## src/rtl/svm_pkg.sv

```systemverilog
// Shared constants and FSM encoding for the SVM window sequencer.
package svm_pkg;

  // Default window and block-map geometry, in HOG blocks
  localparam int WIN_W    = 7;
  localparam int WIN_H    = 15;
  localparam int BLK_COLS = 79;
  localparam int BLK_ROWS = 59;
  localparam int COE_N    = WIN_W * WIN_H;

  // Partial products and bias are Q4.28
  localparam int Q_INT_W  = 4;
  localparam int Q_FRAC_W = 28;
  localparam int SCORE_W  = Q_INT_W + Q_FRAC_W;
  // 7 guard bits cover 105 terms plus the bias
  localparam int ACC_W    = SCORE_W + 7;

  typedef enum logic [2:0] {
    S_IDLE   = 3'd0,
    S_ISSUE  = 3'd1,
    S_DRAIN  = 3'd2,
    S_RESULT = 3'd3,
    S_DONE   = 3'd4
  } svm_state_e;

endpackage

```

## src/rtl/svm_valid_dly.sv

```systemverilog
// Valid delay line of fixed depth; empty is high when no bit is in flight.
module svm_valid_dly #(
  parameter int DEPTH = 1
) (
  input  logic clk,
  input  logic rst,
  input  logic vld_i,
  output logic vld_o,
  output logic empty_o
);

  logic [DEPTH-1:0] vld_pipe_q;

  // Shift the valid bit one stage per cycle
  always_ff @(posedge clk) begin
    if (rst) begin
      vld_pipe_q <= '0;
    end else begin
      vld_pipe_q[0] <= vld_i;
      for (int i = 1; i < DEPTH; i++) vld_pipe_q[i] <= vld_pipe_q[i-1];
    end
  end

  assign vld_o   = vld_pipe_q[DEPTH-1];
  assign empty_o = ~|vld_pipe_q;

endmodule

```

## src/rtl/svm_ctrl.sv

```systemverilog
// Scans every window position of the HOG block map through one shared svm_pe,
// accumulates per-block partials, adds the bias and hands out one result per window.
module svm_ctrl
  import svm_pkg::*;
#(
  parameter int WIN_W    = svm_pkg::WIN_W,
  parameter int WIN_H    = svm_pkg::WIN_H,
  parameter int BLK_COLS = svm_pkg::BLK_COLS,
  parameter int BLK_ROWS = svm_pkg::BLK_ROWS,
  parameter int BID_W    = 13,
  parameter int CID_W    = 7,
  parameter int MEM_LAT  = 1,
  parameter int PE_LAT   = 3,
  parameter int SCORE_W  = svm_pkg::SCORE_W,
  parameter int ACC_W    = SCORE_W + 7
) (
  input  logic                      clk,
  input  logic                      rst,
  input  logic                      start,
  output logic                      busy,
  output logic                      done,
  output logic                      fea_rd,
  output logic [BID_W-1:0]          fea_addr,
  output logic [CID_W-1:0]          coef_addr,
  output logic                      pe_valid,
  input  logic signed [SCORE_W-1:0] pe_data,
  input  logic signed [SCORE_W-1:0] bias,
  output logic                      res_valid,
  input  logic                      res_ready,
  output logic [7:0]                res_win_x,
  output logic [7:0]                res_win_y,
  output logic signed [ACC_W-1:0]   res_score,
  output logic                      res_hit
);

  localparam int BX_W = $clog2(WIN_W + 1);
  localparam int BY_W = $clog2(WIN_H + 1);
  localparam logic [BX_W-1:0] BX_LAST = BX_W'(WIN_W - 1);
  localparam logic [BY_W-1:0] BY_LAST = BY_W'(WIN_H - 1);
  localparam logic [7:0]      WX_LAST = 8'(BLK_COLS - WIN_W);
  localparam logic [7:0]      WY_LAST = 8'(BLK_ROWS - WIN_H);

  svm_state_e state_q, state_d;
  logic [7:0]      wx_q, wx_d, wy_q, wy_d;
  logic [BX_W-1:0] bx_q, bx_d;
  logic [BY_W-1:0] by_q, by_d;
  logic signed [ACC_W-1:0] acc_q, acc_d, bias_q, bias_d, score_q, score_d;
  logic signed [ACC_W-1:0] pe_ext, bias_ext;
  logic pv_empty, acc_en, ae_empty;

  assign pe_ext   = {{(ACC_W-SCORE_W){pe_data[SCORE_W-1]}}, pe_data};
  assign bias_ext = {{(ACC_W-SCORE_W){bias[SCORE_W-1]}}, bias};

  // Read issue -> PE input valid (memory latency)
  svm_valid_dly #(.DEPTH(MEM_LAT)) u_mem_dly (
    .clk(clk), .rst(rst), .vld_i(fea_rd), .vld_o(pe_valid), .empty_o(pv_empty)
  );

  // PE input valid -> partial ready to accumulate (PE latency)
  svm_valid_dly #(.DEPTH(PE_LAT)) u_pe_dly (
    .clk(clk), .rst(rst), .vld_i(pe_valid), .vld_o(acc_en), .empty_o(ae_empty)
  );

  // State, counters, bias and accumulator registers
  always_ff @(posedge clk) begin
    if (rst) begin
      state_q <= S_IDLE;
      wx_q    <= '0;
      wy_q    <= '0;
      bx_q    <= '0;
      by_q    <= '0;
      acc_q   <= '0;
      bias_q  <= '0;
      score_q <= '0;
    end else begin
      state_q <= state_d;
      wx_q    <= wx_d;
      wy_q    <= wy_d;
      bx_q    <= bx_d;
      by_q    <= by_d;
      acc_q   <= acc_d;
      bias_q  <= bias_d;
      score_q <= score_d;
    end
  end

  // Next-state: window/block walk, accumulation and result capture
  always_comb begin
    state_d = state_q;
    wx_d    = wx_q;
    wy_d    = wy_q;
    bx_d    = bx_q;
    by_d    = by_q;
    bias_d  = bias_q;
    score_d = score_q;
    acc_d   = acc_en ? acc_q + pe_ext : acc_q;
    case (state_q)
      S_IDLE: begin
        if (start) begin
          bias_d  = bias_ext;
          wx_d    = '0;
          wy_d    = '0;
          bx_d    = '0;
          by_d    = '0;
          acc_d   = '0;
          state_d = S_ISSUE;
        end
      end
      S_ISSUE: begin
        if (bx_q == BX_LAST) begin
          bx_d = '0;
          if (by_q == BY_LAST) begin
            by_d    = '0;
            state_d = S_DRAIN;
          end else begin
            by_d = by_q + 1'b1;
          end
        end else begin
          bx_d = bx_q + 1'b1;
        end
      end
      S_DRAIN: begin
        // Both lines empty means the last partial has landed in acc
        if (pv_empty && ae_empty) begin
          score_d = acc_q + bias_q;
          state_d = S_RESULT;
        end
      end
      S_RESULT: begin
        if (res_ready) begin
          acc_d   = '0;
          state_d = S_ISSUE;
          if (wx_q == WX_LAST) begin
            wx_d = '0;
            if (wy_q == WY_LAST) state_d = S_DONE;
            else                 wy_d    = wy_q + 8'd1;
          end else begin
            wx_d = wx_q + 8'd1;
          end
        end
      end
      S_DONE:  state_d = S_IDLE;
      default: state_d = S_IDLE;
    endcase
  end

  assign fea_rd    = (state_q == S_ISSUE);
  assign busy      = (state_q == S_ISSUE) || (state_q == S_DRAIN) || (state_q == S_RESULT);
  assign done      = (state_q == S_DONE);
  assign res_valid = (state_q == S_RESULT);

  // Addresses are held at zero outside ISSUE so idle outputs stay quiet
  assign fea_addr  = fea_rd ? (BID_W'(wy_q) + BID_W'(by_q)) * BID_W'(BLK_COLS)
                              + BID_W'(wx_q) + BID_W'(bx_q) : '0;
  assign coef_addr = fea_rd ? CID_W'(by_q) * CID_W'(WIN_W) + CID_W'(bx_q) : '0;

  assign res_win_x = res_valid ? wx_q : '0;
  assign res_win_y = res_valid ? wy_q : '0;
  assign res_score = score_q;
  assign res_hit   = (score_q > 0);

endmodule

```

## config.mk

```make
export PLATFORM = sky130hd
export DESIGN_NAME = svm_ctrl
export DESIGN_NICKNAME = d
export VERILOG_FILES = /design/src/rtl/svm_pkg.sv /design/src/rtl/svm_valid_dly.sv /design/src/rtl/svm_ctrl.sv
export SDC_FILE = /design/constraint.sdc
export NUM_CORES = 1
export LEC_CHECK = 0
export ABC_AREA = 1
export BUFFER_PORTS_ARGS = -buffer_cell sky130_fd_sc_hd__buf_2
export CORE_MARGIN = 10
export CORE_UTILIZATION = 61
export CTS_CLUSTER_DIAMETER = 40
export CTS_CLUSTER_SIZE = 25
export DETAILED_ROUTE_END_ITERATION = 8
export PLACE_DENSITY = 0.78
export SETUP_SLACK_MARGIN = 0.15
export SYNTH_ARGS = -nofsm -noshare
export SYNTH_HDL_FRONTEND = slang
export SYNTH_SLANG_ARGS = --single-unit
```

## constraint.sdc

```tcl
create_clock -name clk -period 6.65 [get_ports clk]
set_input_delay 0.9975 -clock clk [delete_from_list [all_inputs] [get_ports clk]]
set_output_delay 0.9975 -clock clk [all_outputs]
set_load 0.02 [all_outputs]
```

==> out/qor.csv <==
metric;value;unit
CP top delay family;adder cells;
GR Util met1;0.381;
Max FO, Critical Path;4;
Req. time, crit path;5650;ps
grt peak-use layer;met2;
total CTS buffers;17;
first-pass GRT wire length;66.3;mm
Ant. Diodes;0;
Worst Max-Slew Pin Slew;750;ps
asr flop ratio synth;0;
CP Capture Type;output pin;
gp weighted congestion;0.989;
detailed placer's ending HPWL;32.2;mm
Die Y;169;um
syn nets;2521;
Non-Filler Instances;2721;
slowest cell on the critical path;fa_1;
Core Rows;54;
EDFF count, synth;0;
# IOs;149;
Buf+Inv Stages, Crit Path;6;
Slew HR;0.500;
DRT iter0 DRCs;1340;
Avg Inst Size Synth;5.96;sq um
final hold vios;0;
largest net degree at the start of global routing;67;
CP Launch Type;flop;
Root Buffer;clkbuf_16;
Fin Hold WS;436;ps
# port buffers;148;
starting density of the core;0.622;
register area share after synthesis;0.206;
CP max stage delay;540;ps
vias in the first global route;13400;
Cell variety after synth;42;
clock power share;0.244;
#FFs+latches synth;140;
Post-DP Area;14600;sq um
max cap viols;0;
Vias;14400;
layout filler cell count;2070;
part of the power in registers;0.285;
number of remaining DRC errors;0;
Net Sw Frac;0.458;
final instance area;15400;sq um
worst hold path type;flop to flop;
routed len/inst;14.9;um
Worst Skew;19.0;ps
pwr dens;255;nW/um^2
Ys Warns;0;
status;completed;
Pins Over Slew Limit;0;
hold buffer count at cts;0;
Die ar.;28700;sq um
met2 global-route usage;0.440;
Lkg Pwr;8.88;nW
final net count;2661;
Tcrit/Tclk final;0.947;
Comb pwr share;0.471;
drt via density;5.30;
global route overflow;0;
Crit Path Class;flop to output pin;
drt first pass iters;6;
final WL;40.5;mm
Core Area;21900;sq um
FMAX;0.159;GHz
proportion of layout cells with a drive suffix above 1;0.0955;
Sink Count;140;
CTS tree;yes;
GR Layer Usage met3;0.0375;
RSZ-0062 raised after global routing;yes;
critical-path cell list;ha_4 -> nand2_1 -> inv_1 -> nand4_1 -> nand3_1 -> nand2_2 -> nor2_2 -> xor2_1 -> buf_4 -> inv_2 -> fa_1 -> ha_1 -> fa_1 -> inv_1 -> fa_1 -> inv_1 -> ha_4 -> nand2_1 -> nor3_2 -> nand4_1 -> nand4_1 -> o21ai_0 -> a21oi_1 -> buf_4;
P_sw;1.80;mW
Critical Path AT;5300;ps
cell-internal power;2.13;mW
Antenna Nets Post-Route;0;
synthesized netlist cell count;2288;
CTS H-tree depth;4;
Reg clk slew, reported paths;70;ps
Setup violations, final;0;
Most used DFF post-synth;dfxtp_1;
P&R area growth vs syn;12.8;%
Clock Tree Buf Depth;2;
Tmin final;6290;ps
initial antenna violation count;0;
Worst-Skew Late Latency;440;ps
Peak VDD IR;0.313;mV
GRT Total Usage;0.278;
placed cell count;2681;
Core Util, Final;0.702;
die width;169;um
setup TNS;0;ps
Post-Synthesis Cell Area;13600;sq um
## cell families after synthesis
group / synth area share
AND/OR/NAND/NOR: 0.344
XOR/XNOR: 0.0276
adder cells (fa/ha/maj): 0.171
AO/OA/AOI/OAI: 0.112
flip-flops: 0.206
buffers and inverters: 0.139
## synthesized netlist by cell type (4+ instances only)
library cell  instances  area, sq um
nand2_1             588         2210
inv_1               448         1680
nor2_1              383         1440
dfxtp_1             140         2800
ha_1                129         1610
nand3_1             119          596
o21ai_0             119          596
a21oi_1             116          581
fa_1                 36          721
xor2_1               35          307
nor3_1               27          135
clkbuf_1             23         86.3
nand4_1              17          106
nor4_1               12         75.1
buf_2                10         50.1
o211ai_1             10         75.1
o21bai_1             10         75.1
xnor2_1               8         70.1
nand3b_1              7         52.6
a21o_1                6         45.0
a31oi_1               6         37.5
o21ai_1               5         25.0
a211oi_1              4         30.0
buf_6                 4         45.0
## sequential cells by signal, indices dropped and copies added (netlist names)
| register | cells |
|---|---|
| wx_q | 8 |
| bias_q | 32 |
| u_mem_dly.vld_o | 1 |
| by_q | 4 |
| state_q | 3 |
| u_pe_dly.vld_pipe_q | 3 |
| res_score | 39 |
| acc_q | 39 |
| bx_q | 3 |
| wy_q | 8 |
## area by class of cell
cell class	count	area, sq um	area share
clock buffer	17	425	0.0277
clock inverter	15	150	0.00976
inverter	451	1690	0.110
multi-input combinational	1656	9080	0.590
sequential	140	2820	0.183
tap	280	350	0.0228
timing repair buffer	162	861	0.0560
## power by group through the flow
stage / logic [mW] / clock network (mW) / registers [mW]
finish: 1.85 / 0.959 / 1.12
global route: 2.10 / 1.00 / 1.13
CTS: 1.81 / 0.962 / 1.11
detailed placement: 1.80 / 0 / 1.13
global placement: 1.77 / 0 / 1.12
floorplan: 1.26 / 0 / 1.16
## through the flow
step | setup slack (ps) | power, mW
3_3_place_gp | 629 | 2.89
6_report | 355 | 3.93
2_1_floorplan | 941 | 2.42
3_5_place_dp | 335 | 2.93
5_1_grt | 34.2 | 4.23
4_1_cts | 182 | 3.89
## what timing repair did
item,in CTS,in global routing
pin swaps,0,9
buffers inserted,1,7
resized for setup,6,32
setup endpoints to repair,4,6
## placed cells by master (no fill, tap or decap), types with 35 or more instances in the layout
| cell | count |
|---|---|
| o21ai_0 | 115 |
| fa_1 | 35 |
| nor2_1 | 378 |
| ha_1 | 123 |
| dfxtp_1 | 134 |
| nand2_1 | 586 |
| inv_1 | 446 |
| buf_2 | 147 |
| nand3_1 | 117 |
| a21oi_1 | 116 |
## worst register-to-register path: stages, from the launching register on
cell and delay [ps]:
dfxtp_1 440, nand3_2 450, or2_1 430, nand2_1 70, inv_1 50, nand2_2 230, nand2_2 480, inv_1 660
o21ai_0 180, a21oi_1 170
## final timing paths
kind	start	to	slack (ps)	cells after the start
setup / recovery	by_q[3]	fea_addr[11]	360	24
hold / removal	u_pe_dly.vld_pipe_q[1]	u_pe_dly.vld_pipe_q[2]	440	2
setup reg to reg	state_q[0]	acc_q[3]	3430	9
hold reg to reg	u_pe_dly.vld_pipe_q[1]	u_pe_dly.vld_pipe_q[2]	440	2
## per-layer routing
metal	wire length, um	part of all wire
met1	18600	0.46
met2	18000	0.44
met3	2870	0.071
met4	1050	0.026
met5	0	0
No activity file was read; power rests on OpenSTA's default activity.
